<file path="src/rtl/ddr_pkg.sv">
// Shared types and default constants for the note lane bank.
// Judgement outcomes are carried as judge_t inside each lane slice.
package ddr_pkg;

  typedef enum logic [1:0] {
    J_NONE,
    J_SCORE,
    J_NEAR,
    J_MISS
  } judge_t;

  localparam int DEF_LANES         = 4;
  localparam int DEF_ROWS          = 16;
  localparam int DEF_COLS          = 16;
  localparam int DEF_LANE_W        = 4;
  localparam int DEF_NOTE_H        = 2;
  localparam int DEF_SCROLL_PERIOD = 512;

  // Smallest counter width able to hold 0..period-1 (at least one bit).
  function automatic int cnt_width(input int period);
    return (period > 2) ? $clog2(period) : 1;
  endfunction

endpackage

</file>
<file path="src/rtl/note_lane_bank_if.sv">
// Player-facing bus of the note lane bank: key levels and spawn requests in,
// pixel map and per-lane judgement pulses out.
interface note_lane_bank_if
  import ddr_pkg::*;
#(
  parameter int LANES = DEF_LANES,
  parameter int ROWS  = DEF_ROWS,
  parameter int COLS  = DEF_COLS
);

  logic [LANES-1:0]           KEY;
  logic [LANES-1:0]           sig;
  logic [ROWS-1:0][COLS-1:0]  RedPixels;
  logic [LANES-1:0]           score;
  logic [LANES-1:0]           near;
  logic [LANES-1:0]           miss;

  // Stimulus side: drives keys and spawns, observes pixels and pulses.
  modport master (
    output KEY, sig,
    input  RedPixels, score, near, miss
  );

  // Bank side.
  modport slave (
    input  KEY, sig,
    output RedPixels, score, near, miss
  );

endinterface

</file>
<file path="src/rtl/note_lane_slice.sv">
// One note lane: slot shift register, key edge detection and judgement.
// Optional feature: define DDR_PRESS_PENALTY_EN to turn a press on an empty
// hit/near zone into a miss pulse; otherwise such a press is ignored.
module note_lane_slice
  import ddr_pkg::*;
#(
  parameter int SLOTS = DEF_ROWS / DEF_NOTE_H
) (
  input  logic             clk,
  input  logic             rst_n,
  input  logic             tick_i,
  input  logic             key_i,
  input  logic             sig_i,
  output logic [SLOTS-1:0] slots_o,
  output logic             score_o,
  output logic             near_o,
  output logic             miss_o
);

  logic [SLOTS-1:0] slots_q, slots_d;
  logic [SLOTS-1:0] kept;
  logic             key_q;
  logic             press;
  judge_t           judge;
  logic             score_q, near_q, miss_q;

  assign press = key_i & ~key_q;

  // Judge against pre-shift slots, then shift on tick, then apply spawn.
  always_comb begin
    // NOTE: every signal assigned here gets a default first, so no path can infer a latch.
    judge = J_NONE;
    kept  = slots_q;
    if (press) begin
      if (slots_q[0]) begin
        judge   = J_SCORE;
        kept[0] = 1'b0;
      end else if (slots_q[1]) begin
        // Clearing before the shift also removes the copy a tick would move into slot 0.
        judge   = J_NEAR;
        kept[1] = 1'b0;
      end else begin
`ifdef DDR_PRESS_PENALTY_EN
        judge = J_MISS;
`else
        judge = J_NONE;
`endif
      end
    end else if (tick_i && slots_q[0]) begin
      // A press with slot 0 set always scores, so a tick miss never collides with it.
      judge = J_MISS;
    end

    slots_d = kept;
    if (tick_i) begin
      slots_d = {1'b0, kept[SLOTS-1:1]};
    end
    if (sig_i) begin
      slots_d[SLOTS-1] = 1'b1;
    end
  end

  // Lane state and registered judgement pulses.
  always_ff @(posedge clk) begin
    if (!rst_n) begin
      // NOTE: the slot bits are plain flops, not a memory, so they are cleared in reset to drop every live note.
      slots_q <= '0;
      key_q   <= 1'b1;
      score_q <= 1'b0;
      near_q  <= 1'b0;
      miss_q  <= 1'b0;
    end else begin
      // NOTE: non-blocking assignments keep every flop sampling pre-edge values.
      slots_q <= slots_d;
      key_q   <= key_i;
      score_q <= (judge == J_SCORE);
      near_q  <= (judge == J_NEAR);
      miss_q  <= (judge == J_MISS);
    end
  end

  assign slots_o = slots_q;
  assign score_o = score_q;
  assign near_o  = near_q;
  assign miss_o  = miss_q;

endmodule

</file>
<file path="src/rtl/note_lane_bank.sv">
// Bank of falling-note lanes with a shared scroll tick and a pixel-map view.
// Optional feature: DDR_PRESS_PENALTY_EN (see note_lane_slice) penalises
// presses on an empty hit/near zone with a miss pulse.
module note_lane_bank
  import ddr_pkg::*;
#(
  parameter int LANES         = DEF_LANES,
  parameter int ROWS          = DEF_ROWS,
  parameter int COLS          = DEF_COLS,
  parameter int LANE_W        = DEF_LANE_W,
  parameter int NOTE_H        = DEF_NOTE_H,
  parameter int SCROLL_PERIOD = DEF_SCROLL_PERIOD
) (
  input  logic          clk,
  input  logic          RST,
  note_lane_bank_if.slave bus
);

  localparam int SLOTS = ROWS / NOTE_H;
  localparam int CNT_W = cnt_width(SCROLL_PERIOD);

  if ((ROWS % NOTE_H) != 0 || SLOTS < 2 || LANES * LANE_W > COLS || SCROLL_PERIOD < 2) begin : g_bad_cfg
    $error("note_lane_bank: illegal geometry or scroll period");
  end

  logic [CNT_W-1:0]            cnt_q, cnt_d;
  logic                        tick;
  logic [LANES-1:0][SLOTS-1:0] slots_w;
  logic [LANES-1:0]            score_w, near_w, miss_w;
  logic [ROWS-1:0][COLS-1:0]   pix_w;

  assign tick = (cnt_q == CNT_W'(SCROLL_PERIOD - 1));

  // Scroll counter wraps at the end of each period.
  always_comb begin
    cnt_d = tick ? '0 : cnt_q + CNT_W'(1);
  end

  // Scroll counter register.
  always_ff @(posedge clk) begin
    if (!RST) begin
      cnt_q <= '0;
    end else begin
      cnt_q <= cnt_d;
    end
  end

  for (genvar k = 0; k < LANES; k++) begin : g_lane
    note_lane_slice #(
      .SLOTS (SLOTS)
    ) u_slice (
      .clk     (clk),
      .rst_n   (RST),
      .tick_i  (tick),
      .key_i   (bus.KEY[k]),
      .sig_i   (bus.sig[k]),
      .slots_o (slots_w[k]),
      .score_o (score_w[k]),
      .near_o  (near_w[k]),
      .miss_o  (miss_w[k])
    );
  end

  // Pixels are wired straight from slot flops; unused columns stay dark.
  for (genvar r = 0; r < ROWS; r++) begin : g_row
    for (genvar c = 0; c < COLS; c++) begin : g_col
      if (c < LANES * LANE_W) begin : g_lit
        assign pix_w[r][c] = slots_w[c / LANE_W][r / NOTE_H];
      end else begin : g_dark
        assign pix_w[r][c] = 1'b0;
      end
    end
  end

  assign bus.RedPixels = pix_w;
  assign bus.score     = score_w;
  assign bus.near      = near_w;
  assign bus.miss      = miss_w;

endmodule

</file>
<file path="src/flat_wrapper.sv">
// flat-port wrapper written by rule: the top's interface ports become plain ports
module note_lane_bank_flat import ddr_pkg::*;
#(
  parameter int LANES         = DEF_LANES,
  parameter int ROWS          = DEF_ROWS,
  parameter int COLS          = DEF_COLS,
  parameter int LANE_W        = DEF_LANE_W,
  parameter int NOTE_H        = DEF_NOTE_H,
  parameter int SCROLL_PERIOD = DEF_SCROLL_PERIOD
)
  (clk, RST, bus_KEY, bus_sig, bus_RedPixels, bus_score, bus_near, bus_miss);
  note_lane_bank_if #(.LANES(LANES), .ROWS(ROWS), .COLS(COLS)) bus_i ();
  input  logic clk;
  input  logic RST;
  input wire logic [$bits(bus_i.KEY)-1:0] bus_KEY;
  input wire logic [$bits(bus_i.sig)-1:0] bus_sig;
  output wire logic [$bits(bus_i.RedPixels)-1:0] bus_RedPixels;
  output wire logic [$bits(bus_i.score)-1:0] bus_score;
  output wire logic [$bits(bus_i.near)-1:0] bus_near;
  output wire logic [$bits(bus_i.miss)-1:0] bus_miss;
  assign bus_i.KEY = bus_KEY;
  assign bus_i.sig = bus_sig;
  assign bus_RedPixels = bus_i.RedPixels;
  assign bus_score = bus_i.score;
  assign bus_near = bus_i.near;
  assign bus_miss = bus_i.miss;
  note_lane_bank #(.LANES(LANES), .ROWS(ROWS), .COLS(COLS), .LANE_W(LANE_W), .NOTE_H(NOTE_H), .SCROLL_PERIOD(SCROLL_PERIOD)) u_core (.clk(clk), .RST(RST), .bus(bus_i));
endmodule
</file>
<file path="config.mk">
export PLATFORM = sky130hd
export DESIGN_NAME = note_lane_bank_flat
export DESIGN_NICKNAME = d
export VERILOG_FILES = /design/src/rtl/ddr_pkg.sv /design/src/rtl/note_lane_bank_if.sv /design/src/rtl/note_lane_slice.sv /design/src/rtl/note_lane_bank.sv /design/src/flat_wrapper.sv
export SDC_FILE = /design/constraint.sdc
export NUM_CORES = 1
export LEC_CHECK = 0
export CORE_MARGIN = 10
export CORE_UTILIZATION = 39
export CTS_BUF_LIST = sky130_fd_sc_hd__clkbuf_8
export CTS_CLUSTER_SIZE = 10
export DETAILED_ROUTE_END_ITERATION = 6
export PLACE_DENSITY_LB_ADDON = 0.05
export SETUP_SLACK_MARGIN = 0.2
export SLEW_MARGIN = 20
export SYNTH_ARGS = -nofsm -noshare
export SYNTH_HDL_FRONTEND = slang
export SYNTH_SLANG_ARGS = --single-unit
</file>
<file path="constraint.sdc">
create_clock -name clk -period 3.73 [get_ports clk]
set_clock_uncertainty 0.2 [all_clocks]
set_input_delay 0.746 -clock clk [delete_from_list [all_inputs] [get_ports clk]]
set_output_delay 0.746 -clock clk [all_outputs]
set_load 0.01 [all_outputs]
</file>
==> results.sh <==
export IMPL_fmax_mhz=404
export IMPL_crit_path_start_kind="flip-flop"
export IMPL_dp_final_hpwl_um=8950
export IMPL_crit_fanout=10
export IMPL_ant_nets=0
export IMPL_required_ns=2.78
export IMPL_yosysWarnings=0
export IMPL_nets=497
export IMPL_cts_buffers_inserted=9
export IMPL_slew_viol_final=0
export IMPL_path_clk_slew_ns=0.06
export IMPL_drive_gt1_share_pct=3.89
export IMPL_grt_ovfl_total=0
export IMPL_cts_hold_buf=0
export IMPL_yosysUniqueCellTypes=28
export IMPL_drtIter0Drc=83
export IMPL_grt_pass1_vias=2591
export IMPL_gr_usage_all_layers_pct=14.2
export IMPL_grt_max_degree=47
export IMPL_power_density_mw_per_mm2=259
export IMPL_tightest_slew_ns=0.613
export IMPL_netlist_area_mm2=0.00389
export IMPL_postCtsSetupBuffers=0
export IMPL_vias=2552
export IMPL_period_needed_ns=2.48
export IMPL_leakagePower_nw=1.77
export IMPL_ioPinCount=278
export IMPL_r2r_start="u_core.cnt_q[0]"
export IMPL_period_share_pct=66.4
export IMPL_crit_start="u_core.g_lane[0].u_slice.slots_o[2]"
export IMPL_fp_dieW_um=120
export IMPL_cts_resized=0
export IMPL_yosysSeqAreaShare_pct=29.4
export IMPL_antenna_cells=0
export IMPL_hold_viol=0
export IMPL_io_buffers=277
export IMPL_cp_end_kind="output port"
export IMPL_crit_type="reg2out"
export IMPL_cts_max_level=3
export IMPL_die_y_um=120
export IMPL_setup_viol=0
export IMPL_synthCells=440
export IMPL_vdd_drop_max_mv=0.215
export IMPL_worst_skew_pair_late_latency_ns=0.33
export IMPL_wl_per_cell_um=17.6
export IMPL_arrival_ns=1.53
export IMPL_hp_class="reg2reg"
export IMPL_root_buffer="clkbuf_8"
export IMPL_cp_slowest_cell="clkdlybuf4s50_1"
export IMPL_maxSlewHeadroom_pct=59.1
export IMPL_dieArea_mm2=0.0144
export IMPL_path_cells="clkdlybuf4s50_1"
export IMPL_path_buf_inv=1
export IMPL_coreArea_mm2=0.00973
export IMPL_gp_congestion=0.732
export IMPL_drcViolationCount=0
export IMPL_start_util_pct=40.0
export IMPL_avgSynthCellArea_um2=8.84
export IMPL_slowest_delay_ns=0.65
export IMPL_grt_setup_unrepaired="no"
export IMPL_clockBufferDepth=2
export IMPL_crit_family="buffers and inverters"
export IMPL_vias_per_cell=4.10
export IMPL_antenna_found_initial=0
export IMPL_clock_sinks=57
export IMPL_instances_no_fill=622
export IMPL_ys_ff_latch=57
export IMPL_row_count=36
export IMPL_place_inst=606
export IMPL_setup_tns_final_ns=0
export IMPL_drt_wl_total_um=11000
export IMPL_grt_first_pass_wirelength_um=16300
export IMPL_cts_tree="done"
export IMPL_syn_num_nets=453
export IMPL_drt_pass1_iterations=4
export IMPL_drv_cap=0
export IMPL_syn_to_final_growth_pct=34.7
export IMPL_min_from="u_core.cnt_q[0]"
export IMPL_status="complete, no violations"
[per-stage QoR]
step	worst slack, ns	cell area (um2)	utilization (%)	hold WS, ns	power, mW
detailed placement	1.36	5020	51.6	0.252	0.743
finish	1.25	5240	53.8	0.265	1.36
global route	1.14	5240	53.8	0.306	1.42
global placement	1.37	5020	51.6	0.241	0.742
floorplan	1.77	3890	-	0.230	0.705
CTS	1.21	5240	53.8	0.267	1.38
[cells in the final DEF, fill, tap and decap left out, drive strengths merged, types with 3 or more instances in the layout]
cell type / Yosys / routed
clkdlybuf4s50: 0 / 277
o22ai: 3 / 3
o21ai: 6 / 6
nor2b: 33 / 33
a21boi: 5 / 5
clkbuf: 5 / 9
ha: 3 / 3
nand2b: 10 / 10
mux2i: 20 / 20
a21oi: 5 / 5
nand4: 3 / 3
dfxtp: 57 / 57
nand3: 7 / 7
and4b: 4 / 4
nand2: 10 / 10
o21a: 4 / 4
nor2: 8 / 8
clkinvlp: 0 / 4
and3: 4 / 4
[cells by family after synthesis]
family	Yosys count	synth area share, %
flip-flops	57	29.4
adder cells (fa/ha/maj)	3	0.966
XOR/XNOR	3	0.676
AND/OR/NAND/NOR	85	12.7
AO/OA/AOI/OAI	25	4.02
multiplexers	20	5.15
buffers and inverters	247	47.1
[layout make-up]
| class | instances | area (um2) |
|---|---|---|
| Multi-Input combinational cell | 136 | 918 |
| Sequential cell | 57 | 1140 |
| Tap cell | 133 | 166 |
| Fill cell | 902 | 4490 |
| Inverter | 1 | 3.75 |
| Clock buffer | 9 | 124 |
| Timing Repair Buffer | 279 | 2790 |
| Clock inverter | 7 | 95.1 |
[synth_stat cells]
| library cell | n | area, um2 |
|---|---|---|
| and2_1 | 2 | 12.5 |
| xor2_1 | 2 | 17.5 |
| mux2i_1 | 20 | 200 |
| nand2_1 | 10 | 37.5 |
| or3_1 | 2 | 12.5 |
| and3_1 | 4 | 25.0 |
| nor2b_1 | 33 | 206 |
| dfxtp_1 | 57 | 1140 |
| nand3_1 | 7 | 35.0 |
| buf_6 | 1 | 11.3 |
| clkbuf_1 | 5 | 18.8 |
| o22ai_1 | 3 | 18.8 |
| nand2b_1 | 10 | 62.6 |
| o211ai_1 | 2 | 15.0 |
| nor3b_1 | 1 | 7.51 |
| o21ai_0 | 6 | 30.0 |
| a21boi_1 | 5 | 37.5 |
| a21oi_1 | 5 | 25.0 |
| nand4_1 | 3 | 18.8 |
| and4b_1 | 4 | 40.0 |
| or4_1 | 1 | 7.51 |
| nor2_1 | 8 | 30.0 |
| buf_4 | 238 | 1790 |
| inv_1 | 1 | 3.75 |
| buf_2 | 2 | 10.0 |
| ha_1 | 3 | 37.5 |
| xnor2_1 | 1 | 8.76 |
| o21a_1 | 4 | 30.0 |
[routing by layer]
layer	wire, um	GRT usage, %	share of wire, %
met1	3990	14.0	36
met2	5770	25.9	53
met3	1160	7.22	11
met4	55	3.17	0.50
met5	0	0	0
[registers in the layout, indices dropped and copies added (netlist names)]
name,flops
u_core.g_lane.u_slice.slots_o,32
u_core.g_lane.u_slice.miss_o,4
u_core.g_lane.u_slice.key_q,4
u_core.g_lane.u_slice.near_o,4
u_core.g_lane.u_slice.score_o,4
u_core.cnt_q,9
[where the power goes]
group	total (mW)	switching (mW)	leakage (nW)	internal, mW
Clock	0.628	0.254	0.0975	0.374
Sequential	0.628	0.0117	0.462	0.617
Combinational	0.0989	0.0392	1.21	0.0597
[worst paths after layout]
path	endpoint	slack (ns)	cells after the start
worst max-delay path	bus_RedPixels[64]	1.25	1
worst min-delay path	u_core.cnt_q[0]	0.26	1
worst max register to register	u_core.cnt_q[7]	1.48	7
worst min register to register	u_core.cnt_q[0]	0.26	1
(Power assumes the default switching activity.)
